<file path="src/rtl/keypad_pkg.sv">
// Shared definitions for the keypad number-entry block: key codes, entry states,
// auto-repeat timing (used only with KEYPAD_AUTOREPEAT_EN) and the keymap decode.
package keypad_pkg;

   localparam logic [3:0] KEY_A = 4'hA;
   localparam logic [3:0] KEY_B = 4'hB;
   localparam logic [3:0] KEY_C = 4'hC;
   localparam logic [3:0] KEY_D = 4'hD;
   localparam logic [3:0] KEY_E = 4'hE;
   localparam logic [3:0] KEY_F = 4'hF;

   localparam int REPEAT_FIRST = 500;
   localparam int REPEAT_NEXT  = 100;

   typedef enum logic [0:0] {
      ST_ENTRY   = 1'b0,
      ST_ENTERED = 1'b1
   } state_e;

   // Nibble i holds the code of raw bit i = row*4 + col.
   localparam logic [63:0] KEYMAP_TABLE = 64'hDF0E_C987_B654_A321;

   function automatic logic [3:0] keymap(input logic [15:0] bitmap);
      logic [3:0] code;
      code = 4'h0;
      for (int i = 0; i < 16; i++) begin
         code = code | (bitmap[i] ? KEYMAP_TABLE[i*4 +: 4] : 4'h0);
      end
      return code;
   endfunction

endpackage

</file>
<file path="src/rtl/keypad_scanner.sv">
// Column drive, row sampling and full-scan debounce for a 4x4 active-low keypad.
// Exposes scan_done_o only when KEYPAD_AUTOREPEAT_EN is defined.
module keypad_scanner
   import keypad_pkg::*;
#(
   parameter int SCAN_DIV       = 100000,
   parameter int DEBOUNCE_SCANS = 20
) (
   input  logic        clk_i,
   input  logic        rst_i,
   input  logic [3:0]  row_i,
   output logic [3:0]  col_o,
   output logic [15:0] accepted_o,
`ifdef KEYPAD_AUTOREPEAT_EN
   output logic        scan_done_o,
`endif
   output logic        accept_o
);

   localparam int CNT_W = (SCAN_DIV > 1) ? $clog2(SCAN_DIV) : 1;
   localparam int STB_W = $clog2(DEBOUNCE_SCANS + 1);
   localparam logic [CNT_W-1:0] CNT_LAST = CNT_W'(SCAN_DIV - 1);
   localparam logic [STB_W-1:0] STB_MAX  = STB_W'(DEBOUNCE_SCANS);

   logic [CNT_W-1:0] scan_cnt_q, scan_cnt_d;
   logic [1:0]       col_idx_q, col_idx_d;
   logic [3:0]       col_q, col_d;
   logic [15:0]      raw_q, raw_d;
   logic [15:0]      prev_q, prev_d;
   logic [15:0]      acc_q, acc_d;
   logic [STB_W-1:0] stable_q, stable_d;
   logic             accept_q, accept_d;
   logic             sample_s;
`ifdef KEYPAD_AUTOREPEAT_EN
   logic             scan_done_q, scan_done_d;
`endif

   // Divider, column rotation, inverted row capture and debounce of each completed scan.
   always_comb begin
      scan_cnt_d = scan_cnt_q;
      col_idx_d  = col_idx_q;
      col_d      = col_q;
      raw_d      = raw_q;
      prev_d     = prev_q;
      stable_d   = stable_q;
      acc_d      = acc_q;
      accept_d   = 1'b0;
`ifdef KEYPAD_AUTOREPEAT_EN
      scan_done_d = 1'b0;
`endif
      sample_s   = (scan_cnt_q == CNT_LAST);

      if (sample_s) begin
         scan_cnt_d = {CNT_W{1'b0}};
         col_idx_d  = col_idx_q + 2'd1;
         col_d      = ~(4'b0001 << col_idx_d);
         for (int r = 0; r < 4; r++) begin
            raw_d[{2'(r), col_idx_q}] = ~row_i[r];
         end
      end else begin
         scan_cnt_d = scan_cnt_q + CNT_W'(1);
      end

      // raw_d already holds column 3 here, so the comparison sees the whole scan.
      if (sample_s && (col_idx_q == 2'd3)) begin
`ifdef KEYPAD_AUTOREPEAT_EN
         scan_done_d = 1'b1;
`endif
         prev_d = raw_d;
         if (raw_d == prev_q) begin
            if (stable_q != STB_MAX) begin
               stable_d = stable_q + STB_W'(1);
            end else begin
               stable_d = stable_q;
            end
         end else begin
            stable_d = {STB_W{1'b0}};
         end
         if ((stable_d == STB_MAX) && (raw_d != acc_q)) begin
            acc_d    = raw_d;
            accept_d = 1'b1;
         end else begin
            acc_d    = acc_q;
            accept_d = 1'b0;
         end
      end else begin
         prev_d = prev_q;
      end
   end

   // Scanner state registers.
   always_ff @(posedge clk_i) begin
      if (rst_i) begin
         scan_cnt_q <= {CNT_W{1'b0}};
         col_idx_q  <= 2'd0;
         col_q      <= 4'b1110;
         raw_q      <= 16'h0000;
         prev_q     <= 16'h0000;
         acc_q      <= 16'h0000;
         stable_q   <= {STB_W{1'b0}};
         accept_q   <= 1'b0;
`ifdef KEYPAD_AUTOREPEAT_EN
         scan_done_q <= 1'b0;
`endif
      end else begin
         scan_cnt_q <= scan_cnt_d;
         col_idx_q  <= col_idx_d;
         col_q      <= col_d;
         raw_q      <= raw_d;
         prev_q     <= prev_d;
         acc_q      <= acc_d;
         stable_q   <= stable_d;
         accept_q   <= accept_d;
`ifdef KEYPAD_AUTOREPEAT_EN
         scan_done_q <= scan_done_d;
`endif
      end
   end

   assign col_o      = col_q;
   assign accepted_o = acc_q;
   assign accept_o   = accept_q;
`ifdef KEYPAD_AUTOREPEAT_EN
   assign scan_done_o = scan_done_q;
`endif

endmodule

</file>
<file path="src/rtl/keypad_number_entry.sv">
// 4x4 keypad number entry: decodes debounced presses and accumulates up to four
// decimal digits. Defining KEYPAD_AUTOREPEAT_EN adds auto-repeat for digits and backspace.
module keypad_number_entry
   import keypad_pkg::*;
#(
   parameter int SCAN_DIV       = 100000,
   parameter int DEBOUNCE_SCANS = 20
) (
   input  logic        Clk,
   input  logic        Rst,
   input  logic [3:0]  Row,
   output logic [3:0]  Col,
   output logic [15:0] Number,
   output logic        NumberValid,
   output logic [3:0]  KeyCode,
   output logic        KeyStrobe,
   output logic [2:0]  DigitCount
);

   logic [15:0] accepted_s;
   logic        accept_s;
   logic        single_s;
   logic        press_s;
   logic        repeat_s;
   logic        event_s;
   logic [3:0]  key_s;

   state_e      state_q, state_d;
   logic [13:0] num_q, num_d;
   logic [2:0]  cnt_q, cnt_d;
   logic [3:0]  code_q, code_d;
   logic        strobe_q, strobe_d;
   logic        valid_q, valid_d;
   logic [15:0] acc_prev_q;

`ifdef KEYPAD_AUTOREPEAT_EN
   logic        scan_done_s;
`endif

   keypad_scanner #(
      .SCAN_DIV       (SCAN_DIV),
      .DEBOUNCE_SCANS (DEBOUNCE_SCANS)
   ) u_scanner (
      .clk_i       (Clk),
      .rst_i       (Rst),
      .row_i       (Row),
      .col_o       (Col),
      .accepted_o  (accepted_s),
`ifdef KEYPAD_AUTOREPEAT_EN
      .scan_done_o (scan_done_s),
`endif
      .accept_o    (accept_s)
   );

   // A press is a transition from nothing held to exactly one key held.
   assign single_s = (accepted_s != 16'h0000) &&
                     ((accepted_s & (accepted_s - 16'd1)) == 16'h0000);
   assign press_s  = accept_s && single_s && (acc_prev_q == 16'h0000);
   assign key_s    = keymap(accepted_s);
   assign event_s  = press_s | repeat_s;

`ifdef KEYPAD_AUTOREPEAT_EN
   localparam int REP_W = $clog2(REPEAT_FIRST + 1);

   logic [REP_W-1:0] rep_cnt_q, rep_cnt_d;
   logic [REP_W-1:0] rep_limit_s;
   logic             rep_first_q, rep_first_d;
   logic             rep_arm_q, rep_arm_d;
   logic             repeatable_s;

   assign repeatable_s = (key_s <= 4'd9) || (key_s == KEY_B);
   assign rep_limit_s  = rep_first_q ? REP_W'(REPEAT_FIRST) : REP_W'(REPEAT_NEXT);

   // Counts full scans while a pressed key stays held; any bitmap change restarts it.
   always_comb begin
      rep_cnt_d   = rep_cnt_q;
      rep_first_d = rep_first_q;
      rep_arm_d   = rep_arm_q;
      repeat_s    = 1'b0;
      if (accept_s) begin
         rep_cnt_d   = {REP_W{1'b0}};
         rep_first_d = 1'b1;
         rep_arm_d   = press_s;
      end else if (rep_arm_q && scan_done_s) begin
         if ((rep_cnt_q + REP_W'(1)) == rep_limit_s) begin
            rep_cnt_d   = {REP_W{1'b0}};
            rep_first_d = 1'b0;
            repeat_s    = repeatable_s;
         end else begin
            rep_cnt_d = rep_cnt_q + REP_W'(1);
         end
      end else begin
         repeat_s = 1'b0;
      end
   end

   // Auto-repeat registers.
   always_ff @(posedge Clk) begin
      if (Rst) begin
         rep_cnt_q   <= {REP_W{1'b0}};
         rep_first_q <= 1'b1;
         rep_arm_q   <= 1'b0;
      end else begin
         rep_cnt_q   <= rep_cnt_d;
         rep_first_q <= rep_first_d;
         rep_arm_q   <= rep_arm_d;
      end
   end
`else
   assign repeat_s = 1'b0;
`endif

   // Key actions: digit accumulation, enter, backspace and clear.
   always_comb begin
      state_d  = state_q;
      num_d    = num_q;
      cnt_d    = cnt_q;
      code_d   = code_q;
      strobe_d = 1'b0;
      valid_d  = 1'b0;
      if (event_s) begin
         strobe_d = 1'b1;
         code_d   = key_s;
         if (key_s <= 4'd9) begin
            if (state_q == ST_ENTERED) begin
               num_d   = {10'd0, key_s};
               cnt_d   = 3'd1;
               state_d = ST_ENTRY;
            end else if (cnt_q < 3'd4) begin
               num_d = (num_q * 14'd10) + {10'd0, key_s};
               cnt_d = cnt_q + 3'd1;
            end else begin
               num_d = num_q;
            end
         end else begin
            case (key_s)
               KEY_A: begin
                  valid_d = 1'b1;
                  state_d = ST_ENTERED;
               end
               KEY_B: begin
                  state_d = ST_ENTRY;
                  if (cnt_q != 3'd0) begin
                     num_d = num_q / 14'd10;
                     cnt_d = cnt_q - 3'd1;
                  end else begin
                     num_d = num_q;
                  end
               end
               KEY_C: begin
                  num_d   = 14'd0;
                  cnt_d   = 3'd0;
                  state_d = ST_ENTRY;
               end
               KEY_D, KEY_E, KEY_F: begin
                  state_d = state_q;
               end
               default: begin
                  state_d = state_q;
               end
            endcase
         end
      end else begin
         strobe_d = 1'b0;
      end
   end

   // Entry state and registered outputs.
   always_ff @(posedge Clk) begin
      if (Rst) begin
         state_q    <= ST_ENTRY;
         num_q      <= 14'd0;
         cnt_q      <= 3'd0;
         code_q     <= 4'h0;
         strobe_q   <= 1'b0;
         valid_q    <= 1'b0;
         acc_prev_q <= 16'h0000;
      end else begin
         state_q    <= state_d;
         num_q      <= num_d;
         cnt_q      <= cnt_d;
         code_q     <= code_d;
         strobe_q   <= strobe_d;
         valid_q    <= valid_d;
         acc_prev_q <= accepted_s;
      end
   end

   assign Number      = {2'b00, num_q};
   assign NumberValid = valid_q;
   assign KeyCode     = code_q;
   assign KeyStrobe   = strobe_q;
   assign DigitCount  = cnt_q;

endmodule
</file>
<file path="config.mk">
export PLATFORM = sky130hd
export DESIGN_NAME = keypad_number_entry
export DESIGN_NICKNAME = d
export VERILOG_FILES = /design/src/rtl/keypad_pkg.sv /design/src/rtl/keypad_scanner.sv /design/src/rtl/keypad_number_entry.sv
export SDC_FILE = /design/constraint.sdc
export NUM_CORES = 1
export LEC_CHECK = 0
export CORE_MARGIN = 5
export CORE_UTILIZATION = 56
export CTS_CLUSTER_DIAMETER = 100
export DETAILED_ROUTE_END_ITERATION = 10
export GPL_TIMING_DRIVEN = 0
export PLACE_DENSITY = 0.82
export SYNTH_ARGS = -nofsm -noshare
export SYNTH_HDL_FRONTEND = slang
export SYNTH_HIERARCHICAL = 1
export SYNTH_SLANG_ARGS = --single-unit
</file>
<file path="constraint.sdc">
create_clock -name Clk -period 3.5 [get_ports Clk]
set_input_delay 1.05 -clock Clk [delete_from_list [all_inputs] [get_ports Clk]]
set_output_delay 1.05 -clock Clk [all_outputs]
set_load 0.02 [all_outputs]
</file>
Word level (Yosys, flattened, before mapping)
Index checks and enable logic that the tools add are counted.

Bits in registers: 117. Bits of input ports: 6. Output and inout bits: 29. Word-level logic and storage cells: 136.

Add/sub/neg operators: 7. Multiply operators: 1. Divide/modulo/power cells: 1. Magnitude comparators: 10. Equality and inequality tests: 11. Shift-type cells: 1. Multiplexer cells: 46. Bitwise operators: 22. Reduce and logical (&&, ||, !) cells: 22.

Operator list (count): 16-bit bitwise mux (4); 14-bit two-way mux (4); 16-bit logical NOT (2); 4-bit two-way mux (8); 4-bit bitwise OR (7); 14-bit case mux with 2 select lines (1); 3-bit two-way mux (8); 17-bit by 1-bit adder with 17-bit output, second input constant (1); 17-bit equality test, second input constant (1); 16-bit AND (1); 16-bit equality test (1); 16-bit two-way mux (1); 16-bit inequality test (1); 4-bit by 3-bit bitwise OR with 4-bit output (4); 16-bit nonzero test (1); 16-bit by 1-bit subtractor with 16-bit output, second input constant (1); 5-bit two-way mux (3); 14-bit by 4-bit adder with 14-bit output (1); 14-bit by 4-bit divider with 14-bit output, second input constant (1); 14-bit by 3-bit multiplier with 13-bit output, second input constant (1); 4-bit equality test, second input constant (3); 4-bit by 5-bit < comparator with 1-bit output, second input constant (2); 1-bit logical AND (9); 1-bit two-way mux (9); other kinds (31) (46).

Logic depth before layout (Yosys ltp)
Gate-level depths: netlist of run 1.

Depth after elaboration: 19. Depth in mapped cells: 16.

Hierarchy
The synthesis of run 1 kept the hierarchy.

By module, submodules not included: keypad_scanner (instances 1, cells an instance 477, area each 4216.5 µm²); keypad_number_entry (instances 1, cells an instance 555, area each 4207.8 µm²).

Worst setup path after synthesis of run 1
OpenSTA, ideal clock, no wires.

Path kind: register to register. Start point: reg num_q[10]. End point: reg num_q[0]. Setup time: 80 ps. Arrival time: 3266 ps. Required time: 3420 ps. Slack: 154 ps. Cell stages (with the launch flop): 14. Buffers on the path: 1. Clock period less this slack: 3346 ps. Cells stage by stage: dfxtp_1 nand2b_1 buf_2 mux2i_4 a21oi_1 o31a_1 o21a_2 mux2_4 o21ai_2 o32a_2 nand2_1 o311a_1 o311a_1 a211oi_2.

Cells in the longest elaborated chain, start to end: 4.

RTL lines: from (decl) (line keypad_number_entry.sv:29) `logic [13:0] num_q, num_d;`; from (signal assigned) (line keypad_number_entry.sv:180) `num_q <= num_d;`; 14-bit by 4-bit divider with 14-bit output (line keypad_number_entry.sv:144) `num_d = num_q / 14'd10;`; 14-bit two-way mux (line keypad_number_entry.sv:143) `if (cnt_q != 3'd0) begin`; 14-bit case mux with 2 select lines (line keypad_number_entry.sv:136) `case (key_s)`; 14-bit two-way mux (line keypad_number_entry.sv:124) `if (key_s <= 4'd9) begin`.

Every way passes these cells. The select of a mux whose other input is x is not followed. A chain may end at the register's enable or synchronous reset.

Worst setup path after layout of run 1
Start point: reg num_q[13]. End point: reg num_q[0].

Same word-level chain as after synthesis.

==> results of run 1 <==
## flip-flops by register name, indices dropped and copies added (netlist names)
register              count
KeyStrobe                 1
KeyCode                   4
u_scanner/stable_q        5
DigitCount                3
u_scanner/accept_o        1
state_q                   1
u_scanner/prev_q         16
u_scanner/scan_cnt_q     17
acc_prev_q               16
u_scanner/raw_q          16
num_q                    14
u_scanner/accepted_o     16
u_scanner/col_idx_q       2
NumberValid               1
u_scanner/col_o           4
## timing repair
action,4_1_cts,5_1_grt
resized for setup,37,53
setup endpoints to repair,33,22
setup buffers,12,18
pin swaps,14,25
cloned,0,3
## cell usage in the layout (no fill, tap or decap), types with 9 or more instances in the layout
master,count
a211oi_1,29
mux2_4,14
nand2_1,90
or3_1,11
buf_2,9
inv_1,42
o21ai_0,30
nor2b_1,30
nand2b_1,19
nor2_1,103
buf_6,9
nor4_1,10
o22ai_1,9
clkbuf_16,17
or4_1,10
a31oi_1,11
ha_1,33
clkdlybuf4s50_1,27
and3_1,11
nor3_1,21
xnor2_1,42
dfxtp_1,108
mux2i_1,13
xor2_1,22
clkbuf_1,26
nand3_1,24
buf_4,36
nand4_1,12
a21oi_1,62
## per-layer routing
| layer | part of all wire (%) | up-vias | track usage (%) |
|---|---|---|---|
| met5 | 0 | - | 0 |
| met4 | 4.0 | 0 | 11.5 |
| met3 | 8.2 | 98 | 4.14 |
| met2 | 48 | 478 | 46.0 |
| met1 | 39 | 3968 | 32.8 |
| li1 | - | 3930 | - |
## worst paths after layout
path / from / to
hold reg to reg: u_scanner/col_o[3]$_SDFFE_PP1N_ / u_scanner/col_o[3]$_SDFFE_PP1N_
setup reg to reg: num_q[13]$_SDFFE_PP0P_ / num_q[0]$_SDFFE_PP0P_
hold / removal: u_scanner/col_o[3]$_SDFFE_PP1N_ / u_scanner/col_o[3]$_SDFFE_PP1N_
setup / recovery: num_q[13]$_SDFFE_PP0P_ / num_q[0]$_SDFFE_PP0P_
## power groups by stage
stage	sequential (mW)	combinational, mW	clock (mW)
finish	1.34	0.0675	1.78
global placement	1.37	0.0614	0
detailed placement	1.37	0.0622	0
global route	1.34	0.0726	1.86
floorplan	1.37	0.0391	0
CTS	1.34	0.0637	1.78
## layout make-up
cell class | instances | share of cell area [%]
Buffer | 56 | 3.29
Clock buffer | 20 | 4.40
Clock inverter | 12 | 1.52
Inverter | 44 | 1.65
Multi-Input combinational cell | 814 | 57.9
Sequential cell | 117 | 23.3
Tap cell | 184 | 2.27
Timing Repair Buffer | 64 | 5.65
## logic make-up (layout without fill, tap and decap cells)
logic type,after synthesis,count (layout),synth area share [%]
XOR/XNOR,65,65,6.76
AO/OA/AOI/OAI,262,262,22.1
flip-flops,117,117,27.8
buffers and inverters,102,196,5.64
multiplexers,40,40,5.76
other,1,2,0.0445
AND/OR/NAND/NOR,406,406,26.0
adder cells (fa/ha/maj),39,39,5.87
## synthesized netlist by cell type (12+ instances only)
library cell  instances
dfxtp_1             117
a31oi_1              12
nor2_1              105
xnor2_1              43
nand2b_1             19
a211oi_1             29
nand3_1              24
nand4_1              12
and3_1               12
nor2b_1              31
nor3_1               25
a21oi_1              63
inv_1                43
xor2_1               22
o21ai_0              32
mux2i_1              17
clkbuf_1             32
nand2_1              90
mux2_4               12
ha_1                 33
## stage by stage
step	std cells	setup TNS, ps	worst slack (ps)	util (%)	total power [mW]
final	1311	-155	-102	69.2	3.19
after global routing	1311	-705	-200	69.2	3.27
after floorplan	1033	0	154	-	1.41
after detailed placement	1248	-18570	-972	61.2	1.43
after CTS	1291	0	1.12	66.9	3.19
after global placement	1248	-17900	-950	61.2	1.43
## critical path, stage by stage (launching register included)
cell and delay [ps]:
dfxtp_4 370, buf_6 120, or3b_4 420, o2111ai_4 250
a211oi_4 70, buf_4 170, a211oi_4 220, buf_4 150
nor2_1 60, o21ai_2 190, a31oi_2 130, o211ai_2 310
buf_4 170, nor2_1 40, o311a_1 310, o311a_1 360
a211oi_2 180
==> out/metrics.csv, run 1 <==
metric,value,unit
multi-input logic area,5870,sq um
CTS Buffer Depth,2,
Area Growth Syn to Fin,20.4,%
core outline area,14600,sq um
CTS tree,yes,
post-DR vias/cell,6.46,
run status,finished with violations,
clock share of power,55.9,%
Num CTS Buffers,17,
Register Area,2360,sq um
r2r setup slk,-100,ps
die width,133,um
post-DR wirelength/cell,18.8,um
Detailed Place HPWL,16800,um
Routability Congestion,0.990,
fraction of layout instances using a drive strength above 1,18.0,%
setup ws final,-102,ps
via count,8474,
power density cells,314,nW/um^2
sw frac,21.8,%
Worst-path clk slew,60,ps
Worst slew margin,46.5,%
Max Cap Viol,0,
Synth area leaders,"dfxtp_1 28%, ha_1 4.9%, nor2_1 4.7%",
Antenna diodes,0,
nets@finish,1155,
RSZ-0062 raised after global routing,yes,
Fin. Hold Viols,0,
initial antenna violation count,0,
crit path launch type,flip-flop,
worst-margin pin slew,803,ps
failing checks,setup timing,
post-route cell area,10100,sq um
Setup Skew,8.27,ps
post-synthesis cell area,8420,sq um
combinational power share,2.1,%
CTS Sinks,117,
"FFs w/ async S/R, synth",0,%
Synth top area share,27.8,%
part of the cycle the worst path needs,103,%
dominant synthesized flop cell,dfxtp_1,
io pins,35,
number of fill cells,1125,
count of final setup violators,3,
Synth Area per Inst,8.16,sq um
Root Driver,clkbuf_16,
CTS hold repair buffers,0,
Max VDD drop,0.319,mV
CP endpoint kind,flip-flop,
Total Wirelength,24700,um
Worst-Skew Late Latency,420,ps
yosys warns,6,
num rows,44,
H-tree Lvls,4,
final hold slack,466,ps
Starting Density,57.5,%
maximum fanout along the worst path,8,
reg2reg path depth,16,
first-pass iteration count of the detailed router,6,
critical path arrival,3940,ps
Area after DPL,8970,sq um
P_int,2.49,mW
worst path required time,3840,ps
cell taking the most area after synthesis,dfxtp_1,
# DRC,0,
Final Critical Period,3600,ps
leakage,3.85,nW
Switching Power,0.696,mW
IO Port Bufs,31,
f_max,278,MHz
Detail Route Antenna Nets,0,
All-Layer GR Usage,26.6,%
synthesis-stage register bit count,117,
CP Class,flip-flop to flip-flop,
Hold Crit Class,flip-flop to flip-flop,
Netlist cell types,104,
die area,17600,sq um
grt ovf,0,
hold path cells,1,
largest net degree at the start of global routing,17,
first-pass GRT wire length,39100,um
Seq pwr share,42.0,%
Cells after Synth,1032,
final max-slew violation count,0,
sequential element share of the synthesized area,27.8,%
vias in the first global route,7912,
Post-synth EDFFs,0,
DIE HEIGHT,133,um
DRT iter0 DRCs,891,
Power figures use the tool's default switching activity.
==> inputs of run 2 (changes only) <==
--- a/config.mk
+++ b/config.mk
@@ -5,6 +5,7 @@
 export SDC_FILE = /design/constraint.sdc
 export NUM_CORES = 1
 export LEC_CHECK = 0
+export CAP_MARGIN = 20
 export CORE_MARGIN = 5
 export CORE_UTILIZATION = 56
 export CTS_CLUSTER_DIAMETER = 100
==> constraint.sdc (replaced) <==
create_clock -name Clk -period 3.5 [get_ports Clk]
set_input_delay 0.7 -clock Clk [delete_from_list [all_inputs] [get_ports Clk]]
set_output_delay 0.7 -clock Clk [all_outputs]
set_load 0.02 [all_outputs]
==> run 2 against run 1 <==
  * The flow still finishes with violations (setup timing)
  * Cell area is essentially flat
  * Fmax grew 0.33%
  * Register-to-register slack is essentially flat
  * Combinational power shrank 4.1%
  * Via count is essentially flat
  * Sequential cell count is the same
  * Non-clock buffer count is the same
  * Global-route usage is essentially flat
  * Final cell count is the same
  * Largest power group unchanged
==> out/metrics.csv, run 2 (same netlist as run 1, synthesis figures left out) <==
metric,value,unit,change
run status,finished with violations,,
failing checks,setup timing,,
Detail Route Antenna Nets,0,,unchanged
count of final setup violators,3,,unchanged
Top reg by flops,u_scanner/scan_cnt_q,,
via count,8476,,+0.024%
most frequent cells in the layout,"107 x dfxtp_1, 102 x nor2_1, 90 x nand2_1",,
Seq pwr share,42.0,%,about the same
"Power, Total",3.18,mW,-0.15%
power density cells,314,nW/um^2,about the same
initial antenna violation count,0,,unchanged
worst path required time,3830,ps,about the same
f_max,279,MHz,+0.33%
number of fill cells,1131,,+0.53%
critical path arrival,3930,ps,about the same
vias in the first global route,7880,,-0.40%
DIE HEIGHT,133,um,unchanged
CP Class,flip-flop to flip-flop,,
combinational power share,2.0,%,about the same
DRT iter0 DRCs,844,,-5.3%
Switching Power,0.692,mW,-0.48%
RSZ-0062 raised after global routing,yes,,
core outline area,14600,sq um,unchanged
Starting Density,57.5,%,unchanged
Num CTS Buffers,17,,unchanged
Setup Skew,9.25,ps,+0.977 ps
Worst path max stage delay,410,ps,about the same
Hold Crit Class,flip-flop to flip-flop,,
post-DR vias/cell,6.47,,about the same
"Slowest-stage cell, CP",dfxtp_4,,
most common library cell in the layout ignoring fill and taps,dfxtp_1,,
Worst-Skew Late Latency,410,ps,about the same
Max Cap Viol,0,,unchanged
final hold slack,466,ps,-0.609 ps
num rows,44,,unchanged
clock share of power,56.0,%,about the same
IO Port Bufs,31,,unchanged
CTS Sinks,117,,unchanged
die area,17600,sq um,unchanged
Fin. Hold Viols,0,,unchanged
Root Driver,clkbuf_16,,
CTS Buffer Depth,2,,unchanged
sw frac,21.7,%,-0.071 points
Worst slew margin,39.0,%,-7.5 points
Area after DPL,8970,sq um,unchanged
Worst-path clk slew,60,ps,about the same
Max VDD drop,0.319,mV,about the same
post-DR wirelength/cell,18.9,um,+0.35%
maximum fanout along the worst path,6,,-2
first-pass iteration count of the detailed router,6,,unchanged
CP cell instances,buf_6 -> or3b_4 -> o2111ai_4 -> a211oi_4 -> buf_4 -> a211o_4 -> a211oi_4 -> o21ai_2 -> a31oi_2 -> o211ai_2 -> buf_6 -> and3_4 -> nor4_4 -> o221ai_2 -> a211oi_2,,
nets@finish,1155,,unchanged
Final Critical Period,3590,ps,-11.7 ps
post-route cell area,10100,sq um,about the same
All-Layer GR Usage,26.6,%,-0.040 points
part of the cycle the worst path needs,103,%,-0.34 points
die width,133,um,unchanged
P_int,2.49,mW,about the same
grt ovf,0,,unchanged
final max-slew violation count,0,,unchanged
Antenna diodes,0,,unchanged
CTS tree,yes,,
fraction of layout instances using a drive strength above 1,17.7,%,-0.27 points
io pins,35,,unchanged
max FFs per register,17,,unchanged
first-pass GRT wire length,39100,um,-0.12%
worst-margin pin slew,915,ps,+113 ps
Final Util,69.2,%,about the same
leakage,3.82,nW,-0.76%
CP endpoint kind,flip-flop,,
"worst slack, placed",-622,ps,+350 ps
Detailed Place HPWL,16800,um,unchanged
crit path launch type,flip-flop,,
# DRC,0,,unchanged
Routability Congestion,0.990,,unchanged
setup ws final,-90.4,ps,+11.7 ps
Total Wirelength,24800,um,+0.35%
Area Growth Syn to Fin,20.3,%,about the same
H-tree Lvls,4,,unchanged
largest net degree at the start of global routing,17,,unchanged
run 2: path summary, 6_finish.rpt:
kind	start	endpoint	slack, ps	depth (start not counted)
setup / recovery	num_q[11]$_SDFFE_PP0P_	num_q[0]$_SDFFE_PP0P_	-90	15
hold / removal	u_scanner/col_o[3]$_SDFFE_PP1N_	u_scanner/col_o[3]$_SDFFE_PP1N_	470	1
setup reg to reg	num_q[11]$_SDFFE_PP0P_	num_q[0]$_SDFFE_PP0P_	-90	15
hold reg to reg	u_scanner/col_o[3]$_SDFFE_PP1N_	u_scanner/col_o[3]$_SDFFE_PP1N_	470	1
run 2: worst max-delay path: cells and delay by family (launching register included):
kind / cells / cell delay [ps]
DFF: 1 / 410
AOI/OAI and AO/OA: 9 / 1780
and+or+nand+nor: 3 / 830
buffers and inverters: 3 / 460
run 2: layout make-up:
| class | count | area [sq um] | share of cell area (%) |
|---|---|---|---|
| inverters | 44 | 168 | 1.65 |
| clock inverters | 12 | 154 | 1.52 |
| repair buffers | 63 | 568 | 5.61 |
| clock buffers | 20 | 447 | 4.41 |
| plain buffers | 57 | 349 | 3.44 |
| multi-input cells | 814 | 5860 | 57.8 |
| well taps | 184 | 230 | 2.27 |
| flip-flops and latches | 117 | 2360 | 23.3 |
run 2: repair_timing:
| item | 4_1_cts | 5_1_grt |
|---|---|---|
| endpoints found under the hold margin | 0 | 0 |
| hold buffers | 0 | 0 |
| resized for setup | 39 | 53 |
| setup endpoints to repair | 31 | 22 |
| cloned | 0 | 2 |
| pin swaps | 8 | 22 |
| buffers inserted | 7 | 23 |
run 2: metrics by stage:
| stage | cells | TNS, ps |
|---|---|---|
| 2_1_floorplan | 1033 | 0 |
| 3_3_place_gp | 1248 | -11110 |
| 3_5_place_dp | 1248 | -11720 |
| 4_1_cts | 1287 | -29.3 |
| 5_1_grt | 1311 | -758 |
| 6_report | 1311 | -186 |
run 2: routing by layer:
layer | routed length (um) | GRT usage [%]
met1 | 9890 | 32.9
met5 | 0 | 0
met4 | 1060 | 11.5
met3 | 1820 | 4.18
met2 | 12000 | 45.7
run 2: power by group through the flow:
stage	logic [mW]	clock network, mW	registers [mW]
after global routing	0.0696	1.86	1.34
after CTS	0.0631	1.78	1.34
after detailed placement	0.0622	0	1.37
after global placement	0.0614	0	1.37
final	0.0647	1.78	1.34
after floorplan	0.0391	0	1.37
